`config.mk`:
```
export PLATFORM = sky130hd
export DESIGN_NAME = uart_tx_sched
export DESIGN_NICKNAME = d
export VERILOG_FILES = /design/src/rtl/uart_tx_sched_pkg.sv /design/src/rtl/uart_tx_sched_rr_pick.sv /design/src/rtl/uart_tx_sched.sv
export SDC_FILE = /design/constraint.sdc
export NUM_CORES = 1
export LEC_CHECK = 0
export ABC_AREA = 0
export BUFFER_PORTS_ARGS = -buffer_cell sky130_fd_sc_hd__buf_4
export CORE_AREA = 8 8 64 66
export DETAILED_ROUTE_END_ITERATION = 16
export DIE_AREA = 0 0 72 74
export HOLD_SLACK_MARGIN = 0.06
export PLACE_DENSITY = 0.8
export SLEW_MARGIN = 10
export SYNTH_ARGS = -nofsm -noshare
export SYNTH_HDL_FRONTEND = slang
export SYNTH_SLANG_ARGS = --single-unit
```
`constraint.sdc`:
```
create_clock -name clk -period 2.6 [get_ports clk]
set_clock_uncertainty 0.2 [all_clocks]
set_input_delay 0.26 -clock clk [delete_from_list [all_inputs] [get_ports clk]]
set_output_delay 0.26 -clock clk [all_outputs]
set_load 0.01 [all_outputs]
```
`src/rtl/uart_tx_sched_pkg.sv`:
```
// Shared definitions for the UART transmit scheduler.
// FSM encoding and data width, also used by uart_tx/uart_rx.
package uart_tx_sched_pkg;

    localparam int UART_DATA_W = 8;

    typedef enum logic [1:0] {
        ST_IDLE  = 2'd0,
        ST_START = 2'd1,
        ST_WAIT  = 2'd2,
        ST_GAP   = 2'd3
    } sched_state_t;

endpackage

```
`src/rtl/uart_tx_sched_rr_pick.sv`:
```
// Combinational round-robin picker: rotate by ptr,
// priority-encode the lowest set bit, rotate the index back.
module uart_tx_sched_rr_pick #(
    parameter int N  = 4,
    parameter int PW = $clog2(N)
) (
    input  logic [N-1:0]  req,
    input  logic [PW-1:0] ptr,
    output logic [N-1:0]  gnt_onehot,
    output logic [PW-1:0] gnt_idx,
    output logic          any
);

    logic [2*N-2:0] dbl;
    logic [N-1:0]   rot;
    logic [PW-1:0]  sel;
    logic [PW:0]    sum;

    assign dbl = {req[N-2:0], req};
    assign any = |req;

    // rotate so that requester ptr lands at bit 0
    always_comb begin
        rot = '0;
        for (int s = 0; s < N; s++) begin
            if (ptr == PW'(s)) rot = dbl[s +: N];
        end
    end

    // lowest set bit of the rotated vector, mapped back to a requester
    always_comb begin
        sel = '0;
        for (int i = N - 1; i >= 0; i--) begin
            if (rot[i]) sel = PW'(i);
        end
        sum = {1'b0, sel} + {1'b0, ptr};
        if (sum >= (PW+1)'(N)) sum = sum - (PW+1)'(N);
        gnt_idx = sum[PW-1:0];
        gnt_onehot = '0;
        if (|rot) gnt_onehot[gnt_idx] = 1'b1;
    end

endmodule

```
`src/rtl/uart_tx_sched.sv`:
```
// Round-robin scheduler sharing one uart_tx among N_REQ byte
// producers, with a programmable idle gap between frames.
module uart_tx_sched
    import uart_tx_sched_pkg::*;
#(
    parameter int N_REQ    = 4,
    parameter int GAP_BITS = 2
) (
    input  logic                         clk,
    input  logic                         rst_n,
    input  logic                         baud_tick_1x,
    input  logic [N_REQ-1:0]             req_valid,
    input  logic [N_REQ*UART_DATA_W-1:0] req_data,
    output logic [N_REQ-1:0]             req_ready,
    output logic [UART_DATA_W-1:0]       tx_data,
    output logic                         tx_start,
    input  logic                         tx_done,
    output logic [$clog2(N_REQ)-1:0]     grant_id,
    output logic                         sched_busy
);

    localparam int IW = $clog2(N_REQ);
    localparam int GW = (GAP_BITS > 0) ? $clog2(GAP_BITS + 1) : 1;

    sched_state_t state, state_nx;

    logic [IW-1:0]          rr_ptr;
    logic [GW-1:0]          gap_cnt;
    logic [GW:0]            gap_inc;
    logic                   gap_hit;
    logic [N_REQ-1:0]       pick_onehot;
    logic [IW-1:0]          pick_idx;
    logic                   pick_any;
    logic                   accept;
    logic [UART_DATA_W-1:0] req_byte [N_REQ];

    for (genvar i = 0; i < N_REQ; i++) begin : g_bytes
        assign req_byte[i] = req_data[UART_DATA_W*i +: UART_DATA_W];
    end

    uart_tx_sched_rr_pick #(
        .N (N_REQ),
        .PW(IW)
    ) u_pick (
        .req       (req_valid),
        .ptr       (rr_ptr),
        .gnt_onehot(pick_onehot),
        .gnt_idx   (pick_idx),
        .any       (pick_any)
    );

    assign accept     = (state == ST_IDLE) && pick_any;
    assign req_ready  = accept ? pick_onehot : '0;
    assign sched_busy = (state != ST_IDLE);

    // the tick being counted is included when comparing to GAP_BITS
    assign gap_inc = {1'b0, gap_cnt} + (GW+1)'(1);
    assign gap_hit = gap_inc >= (GW+1)'(GAP_BITS);

    // next-state decode
    always_comb begin
        state_nx = state;
        unique case (state)
            ST_IDLE:  if (pick_any) state_nx = ST_START;
            ST_START: state_nx = ST_WAIT;
            ST_WAIT: begin
                if (tx_done) state_nx = (GAP_BITS > 0) ? ST_GAP : ST_IDLE;
            end
            ST_GAP: begin
                if (baud_tick_1x && gap_hit) state_nx = ST_IDLE;
            end
            default:  state_nx = ST_IDLE;
        endcase
    end

    // state register
    always_ff @(posedge clk) begin
        if (!rst_n) state <= ST_IDLE;
        else        state <= state_nx;
    end

    // accept: latch byte and winner, advance pointer, fire start
    always_ff @(posedge clk) begin
        if (!rst_n) begin
            tx_start <= 1'b0;
            tx_data  <= '0;
            grant_id <= '0;
            rr_ptr   <= '0;
        end else begin
            tx_start <= accept;
            if (accept) begin
                tx_data  <= req_byte[pick_idx];
                grant_id <= pick_idx;
                rr_ptr   <= (pick_idx == IW'(N_REQ - 1)) ?
                            '0 : pick_idx + IW'(1);
            end
        end
    end

    // inter-frame gap counter, saturating
    always_ff @(posedge clk) begin
        if (!rst_n) begin
            gap_cnt <= '0;
        end else if (state == ST_WAIT && tx_done) begin
            gap_cnt <= '0;
        end else if (state == ST_GAP && baud_tick_1x) begin
            gap_cnt <= gap_hit ? GW'(GAP_BITS) : gap_inc[GW-1:0];
        end
    end

endmodule

```
# Word level (Yosys, flattened, before mapping)
# Index checks and enable logic that the tools add are counted.
# totals
register_bits	17
input_bits	40
output_inout_bits	16
# op_classes
addsub	4
order_cmp	5
eq_ne	10
muxes	22
n_bitwise	2
reduce_logical	12
# op_table
operator	count
4-bit 2-to-1 mux	6
2-bit 2-to-1 mux	10
8-bit binary-select mux with 2-bit select	1
8-bit 2-to-1 mux	2
2-bit == test (second input constant)	5
2-bit one-hot mux with 4 select lines	1
4-bit OR reduction	2
3-bit greater-or-equal comparator (second input constant)	2
2-bit != test (second input constant)	3
1-bit logical AND	5
2-bit by 1-bit == test with 1-bit output (second input constant)	2
2-bit zero test	2
2-bit by 1-bit adder with 3-bit output (second input constant)	1
2-bit by 2-bit adder with 3-bit output	1
3-bit by 2-bit greater-or-equal comparator with 1-bit output (second input constant)	1
2-bit by 3-bit less-than comparator with 1-bit output (second input constant)	1
2-bit NOT with 3-bit output	1
3-bit AND reduction	1
2-bit by 1-bit adder with 2-bit output (second input constant)	1
1-bit demux with 2-bit select	1
2-bit by 1-bit greater-or-equal comparator with 1-bit output (second input constant)	1
2-bit nonzero test	1
2-bit OR reduction	1
2-bit by 1-bit subtractor with 2-bit output (second input constant)	1
2 further kinds	2

# Longest topological paths before layout
# depth
word_depth	18
depth_mapped	12
depth_no_buf	11

# Cells and area by module
# From an unflattened synthesis, not the netlist that was laid out.
# hier_totals
hier_cells	140
hier_area_um2	1234.9
# by_module_without_submodules
mod	instances	cells_per_inst	area_each_um2	seq_area_each_um2
uart_tx_sched	1	100	930.9	340.3
uart_tx_sched_rr_pick	1	40	304.0	0.0

# Worst setup path after synthesis
# Ideal clock, no wire load.
# synth_path
path_type	flip-flop to flip-flop
start	reg rr_ptr[0]
end	reg tx_data[2]
setup_time_ns	0.122
arrival_time_ns	2.389
required_ns	2.278
setup_slack_ns	-0.110
path_stages_with_launch	10
period_less_slack_ns	2.710
path_cell_list	dfxtp_1 buf_2 or4_1 o211ai_1 ha_1 clkbuf_1 mux2i_1 o22a_1 nor2_1 a221o_1
# synth_via
elab_chain_len	16
elab_cells_between_ends	20
# synth_rtl
item	line	text
start: declaration	uart_tx_sched.sv:27	logic [IW-1:0] rr_ptr;
start signal: assignment	uart_tx_sched.sv:94	rr_ptr <= (pick_idx == IW'(N_REQ - 1)) ?
2-bit zero test	uart_tx_sched_rr_pick.sv:26	if (ptr == PW'(s)) rot = dbl[s +: N];
4-bit 2-to-1 mux (4 in series)	uart_tx_sched_rr_pick.sv:26	
2-bit 2-to-1 mux (4 in series)	uart_tx_sched_rr_pick.sv:34	if (rot[i]) sel = PW'(i);
2-bit by 2-bit adder with 3-bit output *	uart_tx_sched_rr_pick.sv:36	sum = {1'b0, sel} + {1'b0, ptr};
3-bit greater-or-equal comparator / 2-bit by 1-bit subtractor with 2-bit output (equally long branches)	uart_tx_sched_rr_pick.sv:37	if (sum >= (PW+1)'(N)) sum = sum - (PW+1)'(N);
2-bit 2-to-1 mux *	uart_tx_sched_rr_pick.sv:37	
net pick_idx[0]	uart_tx_sched.sv:32	logic [IW-1:0] pick_idx;
2-bit NOT with 3-bit output (implied by the code) *	uart_tx_sched.sv:92	tx_data <= req_byte[pick_idx];
8-bit binary-select mux with 2-bit select *	uart_tx_sched.sv:92	
8-bit 2-to-1 mux (implied by the code) * (2 in series)	uart_tx_sched.sv:92	
end signal: assignment	uart_tx_sched.sv:92	
end: declaration	uart_tx_sched.sv:15	output logic [UART_DATA_W-1:0] tx_data,
# Mark *: on every way through the listed nets, which the timed path passes. The rest lies on a longest branch. The select of a mux whose other input is x is not followed.
# A chain may end at the register's enable or synchronous reset.

# Final worst setup path
# layout_path
start	reg rr_ptr[0]
end	out req_ready[3]
# layout_via
elab_chain_len	18
elab_cells_between_ends	24
# layout_rtl
item	line	text
2-bit zero test	uart_tx_sched_rr_pick.sv:26	
4-bit 2-to-1 mux (4 in series)	uart_tx_sched_rr_pick.sv:26	
2-bit 2-to-1 mux (4 in series)	uart_tx_sched_rr_pick.sv:34	
2-bit by 2-bit adder with 3-bit output	uart_tx_sched_rr_pick.sv:36	
3-bit greater-or-equal comparator / 2-bit by 1-bit subtractor with 2-bit output (equally long branches)	uart_tx_sched_rr_pick.sv:37	
2-bit 2-to-1 mux	uart_tx_sched_rr_pick.sv:37	
2-bit by 3-bit less-than comparator with 1-bit output (implied by the code) / 2-bit by 1-bit greater-or-equal comparator with 1-bit output (equally long branches)	uart_tx_sched_rr_pick.sv:40	if (|rot) gnt_onehot[gnt_idx] = 1'b1;
1-bit logical AND (implied by the code)	uart_tx_sched_rr_pick.sv:40	
1-bit 2-to-1 mux (implied by the code)	uart_tx_sched_rr_pick.sv:40	
1-bit demux with 2-bit select	--	
4-bit 2-to-1 mux *	uart_tx_sched_rr_pick.sv:40	
4-bit 2-to-1 mux *	uart_tx_sched.sv:53	assign req_ready = accept ? pick_onehot : '0;
end: declaration	uart_tx_sched.sv:14	output logic [N_REQ-1:0] req_ready,
# Mark *: on every way between the ends. The rest lies on a longest branch, timed or not.

==> qor.json <==
{
  "layout.filler_cells": 274,
  "i_o_pin_count": 56,
  "final_design_area_no_fill_um2": 1960,
  "setup_slack_ns": -0.148,
  "drive_gt1_share_pct": 43.4,
  "grt_first_pass_wirelength_mm": 5.69,
  "dp_hpwl_mm": 2.90,
  "grt_start_max_net_pins": 17,
  "timing.hold.worst.start": "req_data[19]",
  "placed_cells": 253,
  "dieArea_um2": 5330,
  "grt_antenna_before_repair": 0,
  "report.final.setup_viol": 11,
  "clock_tree_from_tritoncts": "built",
  "worstReg2RegStart": "rr_ptr[0]",
  "place.gp.congestion": 0.836,
  "drt_pass1_iterations": 5,
  "startpoint": "rr_ptr[0]",
  "slew-limit-headroom_pct": 60.7,
  "cp_slowest_stage_delay_ns": 0.40,
  "achievable-frequency_ghz": 0.364,
  "result_of_the_run": "finished with violations",
  "grt_setup_unrepaired": "yes",
  "instances_no_fill": 265,
  "synth_fp_nets": 191,
  "tritoncts.num_buffers": 3,
  "cts.clk_slew.worst_paths_ns": 0.09,
  "routed_via_density": 5.24,
  "critical_path_class": "flop to primary output",
  "critPathBufInv": 2,
  "final.period_utilization_pct": 106,
  "fp.dieW_um": 72,
  "cts_max_level": 1,
  "wl_mm": 3.89,
  "worst_setup_path_start_kind": "flop",
  "synth-warning-count": 0,
  "synthesis.area_per_instance_um2": 8.65,
  "synth_top_cells_by_area": "sky130_fd_sc_hd__dfxtp_1 27%, sky130_fd_sc_hd__mux2i_1 13%, sky130_fd_sc_hd__nor2_1 7.1%, sky130_fd_sc_hd__a221o_1 6.3%, sky130_fd_sc_hd__o22a_1 5.6%",
  "worst_hold_margin_ns": 0.214,
  "end_kind": "primary output",
  "async_sr_flop_fraction_pct": 0,
  "placement.io_buffers": 55,
  "routed_wire_length_per_instance_um": 14.7,
  "ant_nets": 0,
  "initial_core_util_pct": 39.7,
  "cp_max_fo": 7,
  "synthDominantAreaCellType": "sky130_fd_sc_hd__dfxtp_1",
  "yosysUniqueCellTypes": 37,
  "worst_ep_required_time_ns": 2.14,
  "postSynthCellCount": 146,
  "grt_remaining_overflow": 0,
  "synthesis.area_um2": 1260,
  "root_buffer": "sky130_fd_sc_hd__clkbuf_4",
  "clock_insertion_delay_worst_skew_ns": 0.29,
  "global_route.usage.total_pct": 13.3,
  "final_net_count": 265,
  "yosys_register_bits": 17,
  "power.static_leakage_uw": 0.000895,
  "report.final.slew_viol_count": 0,
  "number_of_global_route_vias_before_repair": 1305,
  "clock_tree.buffer_depth": 2,
  "num_vias": 1388,
  "maxCapViolCount": 0,
  "max_slew.worst_pin.slew_ns": 0.587,
  "remaining_drc_errors": 0,
  "postSynth.topFlopCell": "sky130_fd_sc_hd__dfxtp_1",
  "areaGrowthSynthToFinish_pct": 55.4,
  "peakVddDrop_v": 0.000806,
  "critical_path.cell_chain": "or4_4, o211ai_1, ha_2, xor2_2, buf_6, xnor2_4, ha_2, and2_4, buf_6",
  "violations": "negative setup slack",
  "placement_rows": 21,
  "ys_seq_area_share_pct": 27.0,
  "diodes": 0,
  "critical-path-slowest-cell": "sky130_fd_sc_hd__or4_4",
  "critical_path.top_delay_family": "simple AND/OR/NAND/NOR gates",
  "worstPathArrival_ns": 2.29,
  "count_of_final_hold_check_violations": 0,
  "post-synth-top-area-fraction_pct": 27.0,
  "worstHoldPathType": "primary input to flop",
  "cts.sinks": 17,
  "synth_enable_flop_cells": 0,
  "p_per_area_nw_per_um2": 1220,
  "power.total_uw": 2390,
  "chipHeight_um": 74,
  "place_area_um2": 1790,
  "detail_route.iter0.violations": 56,
  "timing.final.crit_period_ns": 2.75,
  "core_area_um2": 3180
}
## Yosys cell counts (2+ instances only)
cell,count
sky130_fd_sc_hd__nor2_1,24
sky130_fd_sc_hd__dfxtp_1,17
sky130_fd_sc_hd__mux2i_1,16
sky130_fd_sc_hd__a221o_1,8
sky130_fd_sc_hd__o22a_1,8
sky130_fd_sc_hd__o22ai_1,8
sky130_fd_sc_hd__inv_1,7
sky130_fd_sc_hd__nand2_1,7
sky130_fd_sc_hd__a21oi_1,5
sky130_fd_sc_hd__ha_1,5
sky130_fd_sc_hd__buf_2,4
sky130_fd_sc_hd__nor3_1,4
sky130_fd_sc_hd__clkbuf_1,3
sky130_fd_sc_hd__nand2b_1,3
sky130_fd_sc_hd__buf_6,2
sky130_fd_sc_hd__o211ai_1,2
sky130_fd_sc_hd__o21ai_0,2
sky130_fd_sc_hd__or4_1,2
## sequential cells by signal (all words and copies together), names as in the netlist
| name | cells |
|---|---|
| tx_data | 8 |
| gap_cnt | 2 |
| grant_id | 2 |
| rr_ptr | 2 |
| state | 2 |
| tx_start | 1 |
## final timing paths
path / end / slack [ns] / cells past startpoint
setup reg to reg: tx_data[4] / -0.04 / 11
setup / recovery: req_ready[3] / -0.15 / 9
hold reg to reg: grant_id[0] / 0.29 / 2
hold / removal: tx_data[3] / 0.21 / 4
## final cells by class
cell class / count / area, um^2 / area share, %
multi-input cells: 111 / 882 / 45.0
repair buffers: 80 / 626 / 31.9
flip-flops and latches: 17 / 344 / 17.5
well taps: 46 / 57.6 / 2.93
clock buffers: 4 / 26.3 / 1.34
inverters: 7 / 26.3 / 1.34
## where the power goes
group,switching (uW),total (uW),internal (uW)
logic,861,1790,931
clock network,80.8,141,59.8
registers,74.6,458,384
## cell families after synthesis
group / count (synthesis) / synth area share, %
fa+ha+maj: 5 / 4.96
compound gates: 43 / 29.0
xor+xnor: 2 / 1.98
flops: 17 / 27.0
mux: 16 / 12.7
buf+inv: 18 / 8.13
simple gates: 45 / 16.3
## per-layer routing
layer / vias to the layer above / part of all wire, % / global-route usage [%]
met5: - / 0 / 0
met4: 0 / 1.6 / 5.67
met3: 7 / 4.0 / 3.50
met2: 26 / 56 / 24.3
met1: 659 / 38 / 14.1
li1: 696 / - / -
## metrics by stage
stage	setup TNS (ns)	setup WS (ns)	utilization (%)
6_report	-0.496	-0.148	61.7
5_1_grt	-1.79	-0.246	61.7
4_1_cts	-0.358	-0.155	60.3
3_5_place_dp	-0.722	-0.0956	56.2
3_3_place_gp	-0.278	-0.0602	56.2
2_1_floorplan	-0.0843	-0.0327	-
## tightest hold or removal path, delay by kind of cell
| family | cells | cell delay (ns) |
|---|---|---|
| AOI/OAI and AO/OA | 2 | 0.28 |
| buffers and inverters | 1 | 0.07 |
| muxes | 1 | 0.07 |
## what timing repair did
item                                    4_1_cts  5_1_grt
gates cloned                                  0        1
hold endpoints to repair                      2        0
buffers inserted                              2        1
endpoints found under the setup margin        9       12
gates resized for setup                      10        9
pin swaps                                     6       10
hold buffers                                  4        0
## layout by cell type, fill, tap and decap left out, types with 2 or more instances in the layout
cell	Yosys	final
sky130_fd_sc_hd__a21oi_1	5	5
sky130_fd_sc_hd__nand2b_1	3	3
sky130_fd_sc_hd__buf_4	1	72
sky130_fd_sc_hd__inv_1	7	7
sky130_fd_sc_hd__o22ai_1	8	8
sky130_fd_sc_hd__clkbuf_4	0	3
sky130_fd_sc_hd__or4_4	0	2
sky130_fd_sc_hd__o21ai_0	2	2
sky130_fd_sc_hd__ha_1	5	3
sky130_fd_sc_hd__o22a_1	8	8
sky130_fd_sc_hd__o211ai_1	2	2
sky130_fd_sc_hd__mux2i_1	16	16
sky130_fd_sc_hd__nor2_1	24	22
sky130_fd_sc_hd__a221o_1	8	8
sky130_fd_sc_hd__dfxtp_1	17	16
sky130_fd_sc_hd__nor3_1	4	3
sky130_fd_sc_hd__buf_6	2	4
sky130_fd_sc_hd__nor2_2	0	2
sky130_fd_sc_hd__dlygate4sd3_1	0	4
sky130_fd_sc_hd__nand2_1	7	7
sky130_fd_sc_hd__ha_2	0	2
No activity file was read; power rests on OpenSTA's default activity.
